**src/rtl/rv_core_pkg.sv**
```systemverilog
// Shared RV32I core definitions: widths, constants, opcodes and the fetch entry type.
package rv_core_pkg;

  localparam int unsigned XLEN = 32;

  localparam logic [XLEN-1:0] NOP_INSTR        = 32'h0000_0013;  // addi x0, x0, 0
  localparam logic [XLEN-1:0] RESET_PC_DEFAULT = 32'h0000_0000;

  // Major opcodes shared with decode and ImmGen.
  localparam logic [6:0] OP_LOAD   = 7'b000_0011;
  localparam logic [6:0] OP_IMM    = 7'b001_0011;
  localparam logic [6:0] OP_STORE  = 7'b010_0011;
  localparam logic [6:0] OP_BRANCH = 7'b110_0011;
  localparam logic [6:0] OP_JALR   = 7'b110_0111;
  localparam logic [6:0] OP_JAL    = 7'b110_1111;
  localparam logic [6:0] OP_LUI    = 7'b011_0111;
  localparam logic [6:0] OP_AUIPC  = 7'b001_0111;

  // One buffered fetch result as handed to decode.
  typedef struct packed {
    logic            fault;
    logic [XLEN-1:0] pc;
    logic [XLEN-1:0] instr;
  } fetch_entry_t;

  localparam int unsigned FETCH_ENTRY_W = $bits(fetch_entry_t);

  // Sequential next PC; wraps modulo 2^32.
  function automatic logic [XLEN-1:0] pc_incr(input logic [XLEN-1:0] pc);
    return pc + 32'd4;
  endfunction

  function automatic logic pc_misaligned(input logic [XLEN-1:0] pc);
    return pc[1:0] != 2'b00;
  endfunction

endpackage

```
**src/rtl/fetch_fifo.sv**
```systemverilog
// Registered instruction buffer: DEPTH entries of {fault, pc, instr}, flush has priority.
module fetch_fifo
  import rv_core_pkg::*;
#(
  parameter int unsigned DEPTH = 2
) (
  input  logic                       clk_i,
  input  logic                       rst_ni,
  input  logic                       flush_i,
  input  logic                       push_i,
  input  fetch_entry_t               wdata_i,
  input  logic                       pop_i,
  output fetch_entry_t               rdata_o,
  output logic [$clog2(DEPTH+1)-1:0] count_o,
  output logic                       full_o,
  output logic                       empty_o
);

  localparam int unsigned PtrW = (DEPTH > 1) ? $clog2(DEPTH) : 1;
  localparam int unsigned CntW = $clog2(DEPTH + 1);

  fetch_entry_t    mem_q [DEPTH];
  fetch_entry_t    mem_d [DEPTH];
  logic [PtrW-1:0] wr_ptr_q, wr_ptr_d;
  logic [PtrW-1:0] rd_ptr_q, rd_ptr_d;
  logic [CntW-1:0] count_q, count_d;
  logic            do_push, do_pop;

  function automatic logic [PtrW-1:0] ptr_inc(input logic [PtrW-1:0] p);
    return (p == PtrW'(DEPTH - 1)) ? '0 : p + 1'b1;
  endfunction

  assign empty_o = (count_q == '0);
  assign full_o  = (count_q == CntW'(DEPTH));
  assign count_o = count_q;
  assign rdata_o = mem_q[rd_ptr_q];

  // A push into a full buffer is legal only when a pop frees the slot in the same cycle.
  assign do_pop  = pop_i && !empty_o;
  assign do_push = push_i && (!full_o || do_pop);

  // Pointer/count and storage next-state.
  always_comb begin
    wr_ptr_d = wr_ptr_q;
    rd_ptr_d = rd_ptr_q;
    count_d  = count_q;
    mem_d    = mem_q;
    if (flush_i) begin
      wr_ptr_d = '0;
      rd_ptr_d = '0;
      count_d  = '0;
    end else begin
      if (do_push) begin
        mem_d[wr_ptr_q] = wdata_i;
        wr_ptr_d        = ptr_inc(wr_ptr_q);
      end
      if (do_pop) begin
        rd_ptr_d = ptr_inc(rd_ptr_q);
      end
      count_d = count_q + (do_push ? CntW'(1) : '0) - (do_pop ? CntW'(1) : '0);
    end
  end

  // Control state with synchronous reset.
  always_ff @(posedge clk_i) begin
    if (!rst_ni) begin
      wr_ptr_q <= '0;
      rd_ptr_q <= '0;
      count_q  <= '0;
    end else begin
      wr_ptr_q <= wr_ptr_d;
      rd_ptr_q <= rd_ptr_d;
      count_q  <= count_d;
    end
  end

  // Storage needs no reset; validity comes from count_q.
  always_ff @(posedge clk_i) begin
    mem_q <= mem_d;
  end

endmodule

```
**src/rtl/instr_fetch_unit.sv**
```systemverilog
// RV32I fetch stage: owns the PC, issues credit-limited word reads, buffers responses
// and discards stale ones after a redirect.
module instr_fetch_unit
  import rv_core_pkg::*;
#(
  parameter logic [31:0] RESET_PC   = RESET_PC_DEFAULT,
  parameter int unsigned FIFO_DEPTH = 2
) (
  input  logic        clk,
  input  logic        rst_n,
  output logic        imem_req_valid,
  input  logic        imem_req_ready,
  output logic [31:0] imem_req_addr,
  input  logic        imem_rsp_valid,
  input  logic [31:0] imem_rsp_data,
  input  logic        redirect_valid,
  input  logic [31:0] redirect_pc,
  output logic        if_valid,
  input  logic        if_ready,
  output logic [31:0] if_pc,
  output logic [31:0] if_instr,
  output logic        if_fault
);

  localparam int unsigned CntW = $clog2(FIFO_DEPTH + 1);

  logic [31:0]     fetch_pc_q, fetch_pc_d;
  logic [31:0]     resp_pc_q, resp_pc_d;
  logic [CntW-1:0] inflight_q, inflight_d;
  logic [CntW-1:0] drop_q, drop_d;
  logic            halted_q, halted_d;
  logic            fault_pend_q, fault_pend_d;
  logic            init_done_q, init_done_d;

  logic            req_hs, rsp_keep, fault_push, redir_misaligned;
  logic [CntW-1:0] hs_inc, rsp_dec;
  logic [CntW:0]   occupancy;

  logic            fifo_push, fifo_pop, fifo_empty, fifo_full;
  logic [CntW-1:0] fifo_count;
  fetch_entry_t    fifo_wdata, fifo_rdata;

  // Credits cover both in-flight and buffered fetches, so responses can never overflow.
  assign occupancy      = {1'b0, inflight_q} + {1'b0, fifo_count};
  assign imem_req_valid = rst_n && init_done_q && !halted_q && !fault_pend_q && !redirect_valid &&
                          (occupancy < (CntW + 1)'(FIFO_DEPTH));
  assign imem_req_addr  = {fetch_pc_q[31:2], 2'b00};
  assign req_hs         = imem_req_valid && imem_req_ready;

  assign hs_inc           = req_hs ? CntW'(1) : '0;
  assign rsp_dec          = imem_rsp_valid ? CntW'(1) : '0;
  assign redir_misaligned = pc_misaligned(redirect_pc);

  // Responses are kept only when nothing stale is still outstanding.
  assign rsp_keep   = imem_rsp_valid && !redirect_valid && (drop_q == '0);
  // Fault marker waits until every stale response has drained.
  assign fault_push = fault_pend_q && !redirect_valid && (drop_q == '0);

  assign fifo_push = rsp_keep || fault_push;
  assign fifo_pop  = if_valid && if_ready && !redirect_valid;

  // Select what enters the buffer this cycle.
  always_comb begin
    fifo_wdata       = '0;
    fifo_wdata.pc    = resp_pc_q;
    fifo_wdata.instr = imem_rsp_data;
    fifo_wdata.fault = 1'b0;
    if (fault_push) begin
      fifo_wdata.instr = NOP_INSTR;
      fifo_wdata.fault = 1'b1;
    end
  end

  fetch_fifo #(
    .DEPTH (FIFO_DEPTH)
  ) u_fetch_fifo (
    .clk_i   (clk),
    .rst_ni  (rst_n),
    .flush_i (redirect_valid),
    .push_i  (fifo_push),
    .wdata_i (fifo_wdata),
    .pop_i   (fifo_pop),
    .rdata_o (fifo_rdata),
    .count_o (fifo_count),
    .full_o  (fifo_full),
    .empty_o (fifo_empty)
  );

  assign if_valid = rst_n && !fifo_empty;
  assign if_pc    = fifo_rdata.pc;
  assign if_instr = fifo_rdata.instr;
  assign if_fault = if_valid && fifo_rdata.fault;

  // PC, credit and drop bookkeeping; a redirect overrides everything else.
  always_comb begin
    fetch_pc_d   = fetch_pc_q;
    resp_pc_d    = resp_pc_q;
    inflight_d   = inflight_q;
    drop_d       = drop_q;
    halted_d     = halted_q;
    fault_pend_d = fault_pend_q;
    init_done_d  = 1'b1;
    if (redirect_valid) begin
      fetch_pc_d   = redirect_pc;
      resp_pc_d    = redirect_pc;
      inflight_d   = inflight_q - rsp_dec;
      drop_d       = inflight_q - rsp_dec;
      halted_d     = redir_misaligned;
      fault_pend_d = redir_misaligned;
    end else begin
      if (req_hs) begin
        fetch_pc_d = pc_incr(fetch_pc_q);
      end
      inflight_d = inflight_q + hs_inc - rsp_dec;
      if (imem_rsp_valid && (drop_q != '0)) begin
        drop_d = drop_q - CntW'(1);
      end
      if (rsp_keep) begin
        resp_pc_d = pc_incr(resp_pc_q);
      end
      if (fault_push) begin
        fault_pend_d = 1'b0;
      end
    end
  end

  // Fetch control state with synchronous active-low reset.
  always_ff @(posedge clk) begin
    if (!rst_n) begin
      fetch_pc_q   <= RESET_PC;
      resp_pc_q    <= RESET_PC;
      inflight_q   <= '0;
      drop_q       <= '0;
      halted_q     <= 1'b0;
      fault_pend_q <= 1'b0;
      init_done_q  <= 1'b0;
    end else begin
      fetch_pc_q   <= fetch_pc_d;
      resp_pc_q    <= resp_pc_d;
      inflight_q   <= inflight_d;
      drop_q       <= drop_d;
      halted_q     <= halted_d;
      fault_pend_q <= fault_pend_d;
      init_done_q  <= init_done_d;
    end
  end

  // Memory must never answer more than was asked, and drop never exceeds what is outstanding.
  a_rsp_has_inflight: assert property (@(posedge clk) disable iff (!rst_n)
    imem_rsp_valid |-> (inflight_q != '0));
  a_drop_le_inflight: assert property (@(posedge clk) disable iff (!rst_n)
    drop_q <= inflight_q);
  a_no_overflow: assert property (@(posedge clk) disable iff (!rst_n)
    (rsp_keep && fifo_full) |-> fifo_pop);

endmodule

```
**config.mk**
```make
export PLATFORM = sky130hd
export DESIGN_NAME = instr_fetch_unit
export DESIGN_NICKNAME = d
export VERILOG_FILES = /design/src/rtl/rv_core_pkg.sv /design/src/rtl/fetch_fifo.sv /design/src/rtl/instr_fetch_unit.sv
export SDC_FILE = /design/constraint.sdc
export NUM_CORES = 1
export LEC_CHECK = 0
export ABC_AREA = 1
export CORE_AREA = 3 3 135 163
export DETAILED_ROUTE_END_ITERATION = 16
export DIE_AREA = 0 0 138 166
export GPL_TIMING_DRIVEN = 1
export PLACE_DENSITY_LB_ADDON = 0.15
export SYNTH_ARGS = -nofsm -noshare
export SYNTH_HDL_FRONTEND = slang
export SYNTH_SLANG_ARGS = --single-unit
```
**constraint.sdc**
```tcl
create_clock -name clk -period 4.5 [get_ports clk]
set_input_delay 0.9 -clock clk [delete_from_list [all_inputs] [get_ports clk]]
set_output_delay 0.9 -clock clk [all_outputs]
set_load 0.03 [all_outputs]
```
==> key figures, run 1 <==
Clock tree
  • Root buf cell: clkbuf_16
  • Clk slew on worst S/H paths: 0.06 ns
  • CTS Hold Bufs: 0
  • Cts bufs inserted: 20
  • Clk Latency, worst-skew pair: 0.49 ns
  • Clock Tree Buf Depth: 3
  • Post-cts repair resize count: 0
  • CTS tree: built
  • Setup bufs post-CTS: 0
  • Sink Count: 203
  • H-tree Lvls: 1

GRT
  • All-layer global routing usage: 20.4%
  • Largest net degree at the start of global routing: 66
  • First-pass GRT wire length: 39000 um
  • Vias in the first global route: 7790
  • Antenna violations before repair: 0
  • GRT overflow: 0

Drt
  • Initial DRC Count: 553
  • Vias: 8203
  • DR top layer: met4
  • Sum of routed wire length over all layers: 24100 um
  • Remaining antenna violation count after routing: 0
  • Drt first pass iters: 5
  • Wire length on met3: 1510 um
  • Via/cell ratio: 5.02
  • Routed wire length on met2: 11400 um
  • Remaining DRCs: 0
  • Average routed wire per standard cell: 14.8 um
  • DRT met1 WL: 10600 um

Synth
  • Gate Count Post-Synth: 1200
  • Yosys top cell area share: 40.0%
  • Cell area after synthesis: 9760 um2
  • Synthesized area per cell: 8.13 um2
  • Sequential share of the synthesized area: 55.0%
  • Async set-or-reset flop fraction in the synthesized netlist: 0%
  • Number of flops mapped to enable cells by yosys: 130
  • Prevailing post-synth register cell: edfxtp_1
  • Distinct cells, synth: 42
  • Synth top area cells: edfxtp_1 (40%), nand2_1 (17%), dfxtp_1 (15%)
  • Post-synthesis register bit count: 203
  • Yosys warns: 0
  • Post-synth top area cell: edfxtp_1

Worst setup path
  • Worst-path fanout max: 62
  • FF-to-FF setup slack: 1.82 ns
  • Crit path DAT: 2.40 ns
  • CP endpoint kind: output pin
  • Reg-to-Reg End: inflight_q[1]$_SDFF_PN0_
  • Crit path top cell by count: nand2_1
  • Delay of the slowest critical-path stage: 0.71 ns
  • CP delay by family, top: buffers and inverters
  • CP Cell Sequence: inv_2 > buf_4 > nand2_1 > nand2_1 > clkdlybuf4s50_1
  • Max stage delay cell, worst path: clkdlybuf4s50_1
  • Bufs and invs on worst path: 3
  • Setup CP Type: reg -> out
  • Critical Path RT: 3.60 ns
  • Worst flop-to-flop path startpoint: u_fetch_fifo.count_o[0]$_SDFF_PP0_
  • Register-to-Register Path Depth: 12
  • Worst Setup Start Kind: flop

Timing
  • Setup Viol. Count Final: 0
  • Max-slew violations: 0
  • Worst slew pin tran: 0.916 ns
  • Final Hold Fails: 0
  • Sum Neg Setup Slack: 0 ns
  • Fin crit share: 73.3%
  • Slew HR: 38.8%
  • RSZ-0062 raised after global routing: false
  • Fmax: 303 MHz
  • Tmin final: 3.30 ns
  • Worst Clk Skew: 0.00976 ns

Power
  • VDD IR max: 0.226 mV
  • Leak: 4.97 nW
  • Total power: 4.38 mW
  • PwrDens: 356 nW/um2

Die
  • Die height: 166 um
  • Core Region: 20400 um2
  • Die ar.: 22900 um2
  • # IOs: 169
  • Die W: 138 um
  • Num rows: 57
  • Initial core utilization: 47.8%

Place
  • Input/output buffers: 166
  • Placed cell count: 1600
  • GP Congestion: 0.855
  • Detailed placer's ending HPWL: 16800 um

Layout
  • Number of inserted diodes: 0
  • Share of layout cells above drive strength 1: 5.04%
  • Synth-to-layout area growth: 26.2%
  • Final core utilization: 60.4%
  • Post-Layout Cell Count: 1635
  • Layout net count: 1435

Min path
  • Hold worst-path end: fault_pend_q$_SDFFE_PN0P_
  • Hold/Removal Path Class: reg -> reg
  • Hold_sp: fault_pend_q$_SDFFE_PN0P_
  • WHS Path Cells: 2

Status
  • Status: finished clean

Flow run
  • MaxCap Viol Count: 0
[through the flow]
stage	cell area [um2]	setup WS [ns]	hold WS, ns
6_report	12300	1.20	0.499
5_1_grt	12300	1.04	0.527
4_1_cts	12300	1.17	0.500
3_5_place_dp	11700	1.12	0.490
3_3_place_gp	11700	1.13	0.476
2_1_floorplan	9760	-0.262	0.426
[layout make-up]
cell class              count  area (um2)
well taps                 265         332
flip-flops and latches    203        5370
clock buffers              23         533
multi-input cells         826        3710
repair buffers            178        1790
inverters                 128         484
fillers                  1852        8090
clock inverters            12        91.3
[layout by cell type (no fill, tap or decap), types with 10 or more instances in the layout]
master	n
o21ai_0	51
nor2_1	97
edfxtp_1	130
nand2_1	446
clkbuf_16	21
a21oi_1	70
inv_1	123
clkdlybuf4s50_1	162
dfxtp_1	72
nand3_1	67
buf_4	11
xor2_1	10
[report_power, final]
part | total (mW) | internal, mW | leakage (nW) | switching (mW)
sequential | 2.17 | 2.09 | 1.82 | 0.0793
clock | 1.60 | 0.908 | 0.289 | 0.693
combinational | 0.610 | 0.247 | 2.86 | 0.363
total | 4.38 | 3.25 | 4.97 | 1.14
[worst max-delay path by stage]
stage	from	cells after the start	slack (ns)	end
final	u_fetch_fifo.rd_ptr_q$_SDFFE_PP0N_	5	1.20	if_pc[14]
after global routing	u_fetch_fifo.rd_ptr_q$_SDFFE_PP0N_	5	1.04	if_pc[10]
after CTS	u_fetch_fifo.rd_ptr_q$_SDFFE_PP0N_	5	1.17	if_pc[14]
after detailed placement	rst_n	12	1.12	inflight_q[1]$_SDFF_PN0_
after global placement	rst_n	12	1.13	inflight_q[1]$_SDFF_PN0_
after floorplan	redirect_valid	6	-0.26	u_fetch_fifo.mem_q[0]$_DFFE_PP_
[state kept, by name (all words and copies together), names as in the netlist]
| name | flops |
|---|---|
| u_fetch_fifo.wr_ptr_q | 1 |
| halted_q | 1 |
| resp_pc_q | 32 |
| fault_pend_q | 1 |
| u_fetch_fifo.rd_ptr_q | 1 |
| init_done_q | 1 |
| u_fetch_fifo.count_o | 2 |
| inflight_q | 2 |
| u_fetch_fifo.mem_q | 130 |
| drop_q | 2 |
| fetch_pc_q | 30 |
[cell families (layout without fill, tap and decap cells)]
family	Yosys count	after routing	share of synthesized area, %
compound gates	150	150	8.21
xor+xnor	13	13	1.17
fa+ha+maj	8	8	1.10
buf+inv	172	341	7.13
flops	203	203	55.0
other cells	1	2	0.0384
simple gates	653	653	27.4
[routing by layer]
layer,up-vias,GRT usage (%)
met4,0,7.22
li1,4202,-
met2,276,34.2
met5,-,0
met1,3678,27.0
met3,47,3.14
[worst min-delay path: stages (launching register included)]
cell and delay, ns:
dfxtp_1 0.31, nand3_1 0.08, a21oi_1 0.06
[cell usage after synthesis (all sizes together) (9+ instances only)]
library cell,n
nand2,448
edfxtp,130
inv,127
nor2,107
dfxtp,73
a21oi,70
nand3,68
o21ai,57
clkbuf,27
buf,17
xor2,10
a31oi,9
nand4,9
Note: power is estimated with default switching activity, not from simulation.
==> run 2, diff against run 1 <==
--- a/config.mk
+++ b/config.mk
@@ -6,9 +6,9 @@
 export NUM_CORES = 1
 export LEC_CHECK = 0
 export ABC_AREA = 1
-export CORE_AREA = 3 3 135 163
+export CORE_AREA = 3 3 132 160
 export DETAILED_ROUTE_END_ITERATION = 16
-export DIE_AREA = 0 0 138 166
+export DIE_AREA = 0 0 135 163
 export GPL_TIMING_DRIVEN = 1
 export PLACE_DENSITY_LB_ADDON = 0.15
 export SYNTH_ARGS = -nofsm -noshare
==> constraint.sdc (replaced) <==
create_clock -name clk -period 3.32 [get_ports clk]
set_input_delay 0.664 -clock clk [delete_from_list [all_inputs] [get_ports clk]]
set_output_delay 0.664 -clock clk [all_outputs]
set_load 0.03 [all_outputs]
==> key figures, run 2 (synthesis gave the netlist of run 1 again) <==
Die
  • Core Region: 19500 um2 (was 20400 um2)
  • Die height: 163 um (was 166 um)
  • Initial core utilization: 49.9% (was 47.8%)
  • Num rows: 56 (was 57)
  • Die ar.: 22000 um2 (was 22900 um2)
  • # IOs: 169 (unchanged)
  • Die W: 135 um (was 138 um)

Place
  • Input/output buffers: 166 (unchanged)
  • GP Congestion: 0.922 (was 0.855)
  • Post-Place Setup Slack: 0.511 ns (was 1.12 ns)
  • Detailed placer's ending HPWL: 16300 um (was 16800 um)

Timing
  • RSZ-0062 raised after global routing: false (unchanged)
  • Worst setup margin: 0.329 ns (was 1.20 ns)
  • Tmin final: 2.99 ns
  • Fin crit share: 90.1%
  • Final hold slack: 0.464 ns (was 0.499 ns)
  • Slew HR: 39.2% (was 38.8%)
  • Setup Viol. Count Final: 0 (unchanged)
  • Worst slew pin tran: 0.912 ns (was 0.916 ns)
  • Max-slew violations: 0 (unchanged)
  • Fmax: 334 MHz
  • Worst Clk Skew: 0.00725 ns (was 0.00976 ns)
  • Final Hold Fails: 0 (unchanged)

Layout
  • Number of inserted diodes: 0 (unchanged)
  • Share of layout cells above drive strength 1: 4.96% (was 5.04%)
  • Biggest regs: u_fetch_fifo.mem_q: 130 flops, resp_pc_q: 32 flops, fetch_pc_q: 30 flops (unchanged)
  • Final core utilization: 63.2% (was 60.4%)
  • Max reg flops: 130 (unchanged)
  • Commonest non-fill, non-tap cell in the layout: nand2_1 (unchanged)
  • Largest Register: u_fetch_fifo.mem_q (unchanged)
  • Layout net count: 1435 (unchanged)
  • Fillers: 1645 (was 1852)
  • Most frequent cells in the layout: nand2_1 (446), clkdlybuf4s50_1 (162), edfxtp_1 (130) (unchanged)
  • Synth-to-layout area growth: 26.6% (was 26.2%)

Clock tree
  • Root buf cell: clkbuf_16 (unchanged)
  • CTS Hold Bufs: 0 (unchanged)
  • Clk slew on worst S/H paths: 0.06 ns (about the same)
  • Sink Count: 203 (unchanged)
  • Clock Tree Buf Depth: 3 (unchanged)
  • Clk Latency, worst-skew pair: 0.49 ns (about the same)
  • H-tree Lvls: 1 (unchanged)
  • CTS tree: built (unchanged)
  • Post-cts repair resize count: 0 (unchanged)
  • Cts bufs inserted: 21 (was 20)
  • Setup bufs post-CTS: 0 (unchanged)

GRT
  • First-pass GRT wire length: 38400 um (was 39000 um)
  • All-layer global routing usage: 21.5% (was 20.4%)
  • Antenna violations before repair: 0 (unchanged)
  • Vias in the first global route: 7591 (was 7790)
  • GRT overflow: 0 (unchanged)
  • Largest net degree at the start of global routing: 66 (unchanged)

Worst setup path
  • Setup CP Type: reg -> out (unchanged)
  • Worst Setup Start Kind: flop (unchanged)
  • Reg-to-Reg End: inflight_q[1]$_SDFF_PN0_ (unchanged)
  • Crit path launch: u_fetch_fifo.rd_ptr_q$_SDFFE_PP0N_ (unchanged)
  • Max stage delay cell, worst path: clkdlybuf4s50_1 (unchanged)
  • Crit path DAT: 2.33 ns (was 2.40 ns)
  • CP delay by family, top: buffers and inverters (unchanged)
  • Critical Path RT: 2.66 ns (was 3.60 ns)
  • Register-to-Register Path Depth: 12 (unchanged)
  • Bufs and invs on worst path: 2 (was 3)
  • CP endpoint kind: output pin (unchanged)
  • CP endpoint: if_instr[23] (was if_pc[14])
  • CP Cell Sequence: buf_4 > nand2_1 > nand2_1 > clkdlybuf4s50_1 (was inv_2 > buf_4 > nand2_1 > nand2_1 > clkdlybuf4s50_1)
  • FF-to-FF setup slack: 0.68 ns (was 1.82 ns)
  • Delay of the slowest critical-path stage: 0.69 ns (was 0.71 ns)
  • Crit path top cell by count: nand2_1 (unchanged)
  • Worst-path fanout max: 65 (was 62)
  • Worst flop-to-flop path startpoint: inflight_q[0]$_SDFF_PN0_ (was u_fetch_fifo.count_o[0]$_SDFF_PP0_)
  • CP Depth: 4 (was 5)

Drt
  • Remaining antenna violation count after routing: 0 (unchanged)
  • Remaining DRCs: 0 (unchanged)
  • Drt first pass iters: 4 (was 5)
  • Initial DRC Count: 546 (was 553)
  • Average routed wire per standard cell: 14.7 um (was 14.8 um)
  • Vias: 8169 (was 8203)
  • Via/cell ratio: 5.01 (was 5.02)
  • Sum of routed wire length over all layers: 23900 um (was 24100 um)

Power
  • VDD IR max: 0.423 mV (was 0.226 mV)
  • PwrDens: 494 nW/um2 (was 356 nW/um2)
  • Leak: 5.01 nW (was 4.97 nW)
  • Total power: 6.10 mW (was 4.38 mW)

Flow run
  • MaxCap Viol Count: 0 (unchanged)

Min path
  • Hold/Removal Path Class: reg -> reg (unchanged)

Status
  • Status: finished clean (unchanged)
==> run 2: per-stage QoR <==
| stage | cells | cell area, um2 | TNS [ns] |
|---|---|---|---|
| final | 1632 | 12300 | 0 |
| after global routing | 1632 | 12300 | 0 |
| after CTS | 1632 | 12300 | 0 |
| after detailed placement | 1595 | 11700 | 0 |
| after global placement | 1595 | 11700 | 0 |
| after floorplan | 1201 | 9770 | -15.77 |
==> run 2: worst min-delay path by stage <==
stage | start | to | slack, ns | depth (start not counted)
floorplan | resp_pc_q[0]$_SDFFE_PN0P_ | u_fetch_fifo.mem_q[32]$_DFFE_PP_ | 0.43 | 0
global placement | resp_pc_q[0]$_SDFFE_PN0P_ | u_fetch_fifo.mem_q[97]$_DFFE_PP_ | 0.44 | 0
detailed placement | resp_pc_q[0]$_SDFFE_PN0P_ | u_fetch_fifo.mem_q[32]$_DFFE_PP_ | 0.45 | 0
CTS | resp_pc_q[0]$_SDFFE_PN0P_ | u_fetch_fifo.mem_q[32]$_DFFE_PP_ | 0.47 | 0
global route | resp_pc_q[0]$_SDFFE_PN0P_ | u_fetch_fifo.mem_q[32]$_DFFE_PP_ | 0.47 | 0
finish | resp_pc_q[0]$_SDFFE_PN0P_ | u_fetch_fifo.mem_q[32]$_DFFE_PP_ | 0.46 | 0
==> run 2: cell type report <==
class	count	area [um2]	share of cell area (%)
Clock buffer	27	548	4.44
Timing Repair Buffer	177	1780	14.4
Tap cell	261	327	2.64
Multi-Input combinational cell	826	3710	30.1
Sequential cell	203	5370	43.5
Clock inverter	10	126	1.02
Inverter	128	484	3.92
==> run 2: report_power, final <==
part | internal, mW | total, mW | switching, mW
clock network | 1.40 | 2.33 | 0.933
logic | 0.331 | 0.823 | 0.492
registers | 2.84 | 2.94 | 0.106
total | 4.57 | 6.10 | 1.53
==> run 2: routing by layer <==
metal,vias to the layer above,wire length [um],GRT usage (%)
met4,0,391,5.18
met2,252,11300,36.3
met1,3691,10600,29.1
li1,4200,-,-
met5,-,0,0
met3,26,1620,3.74
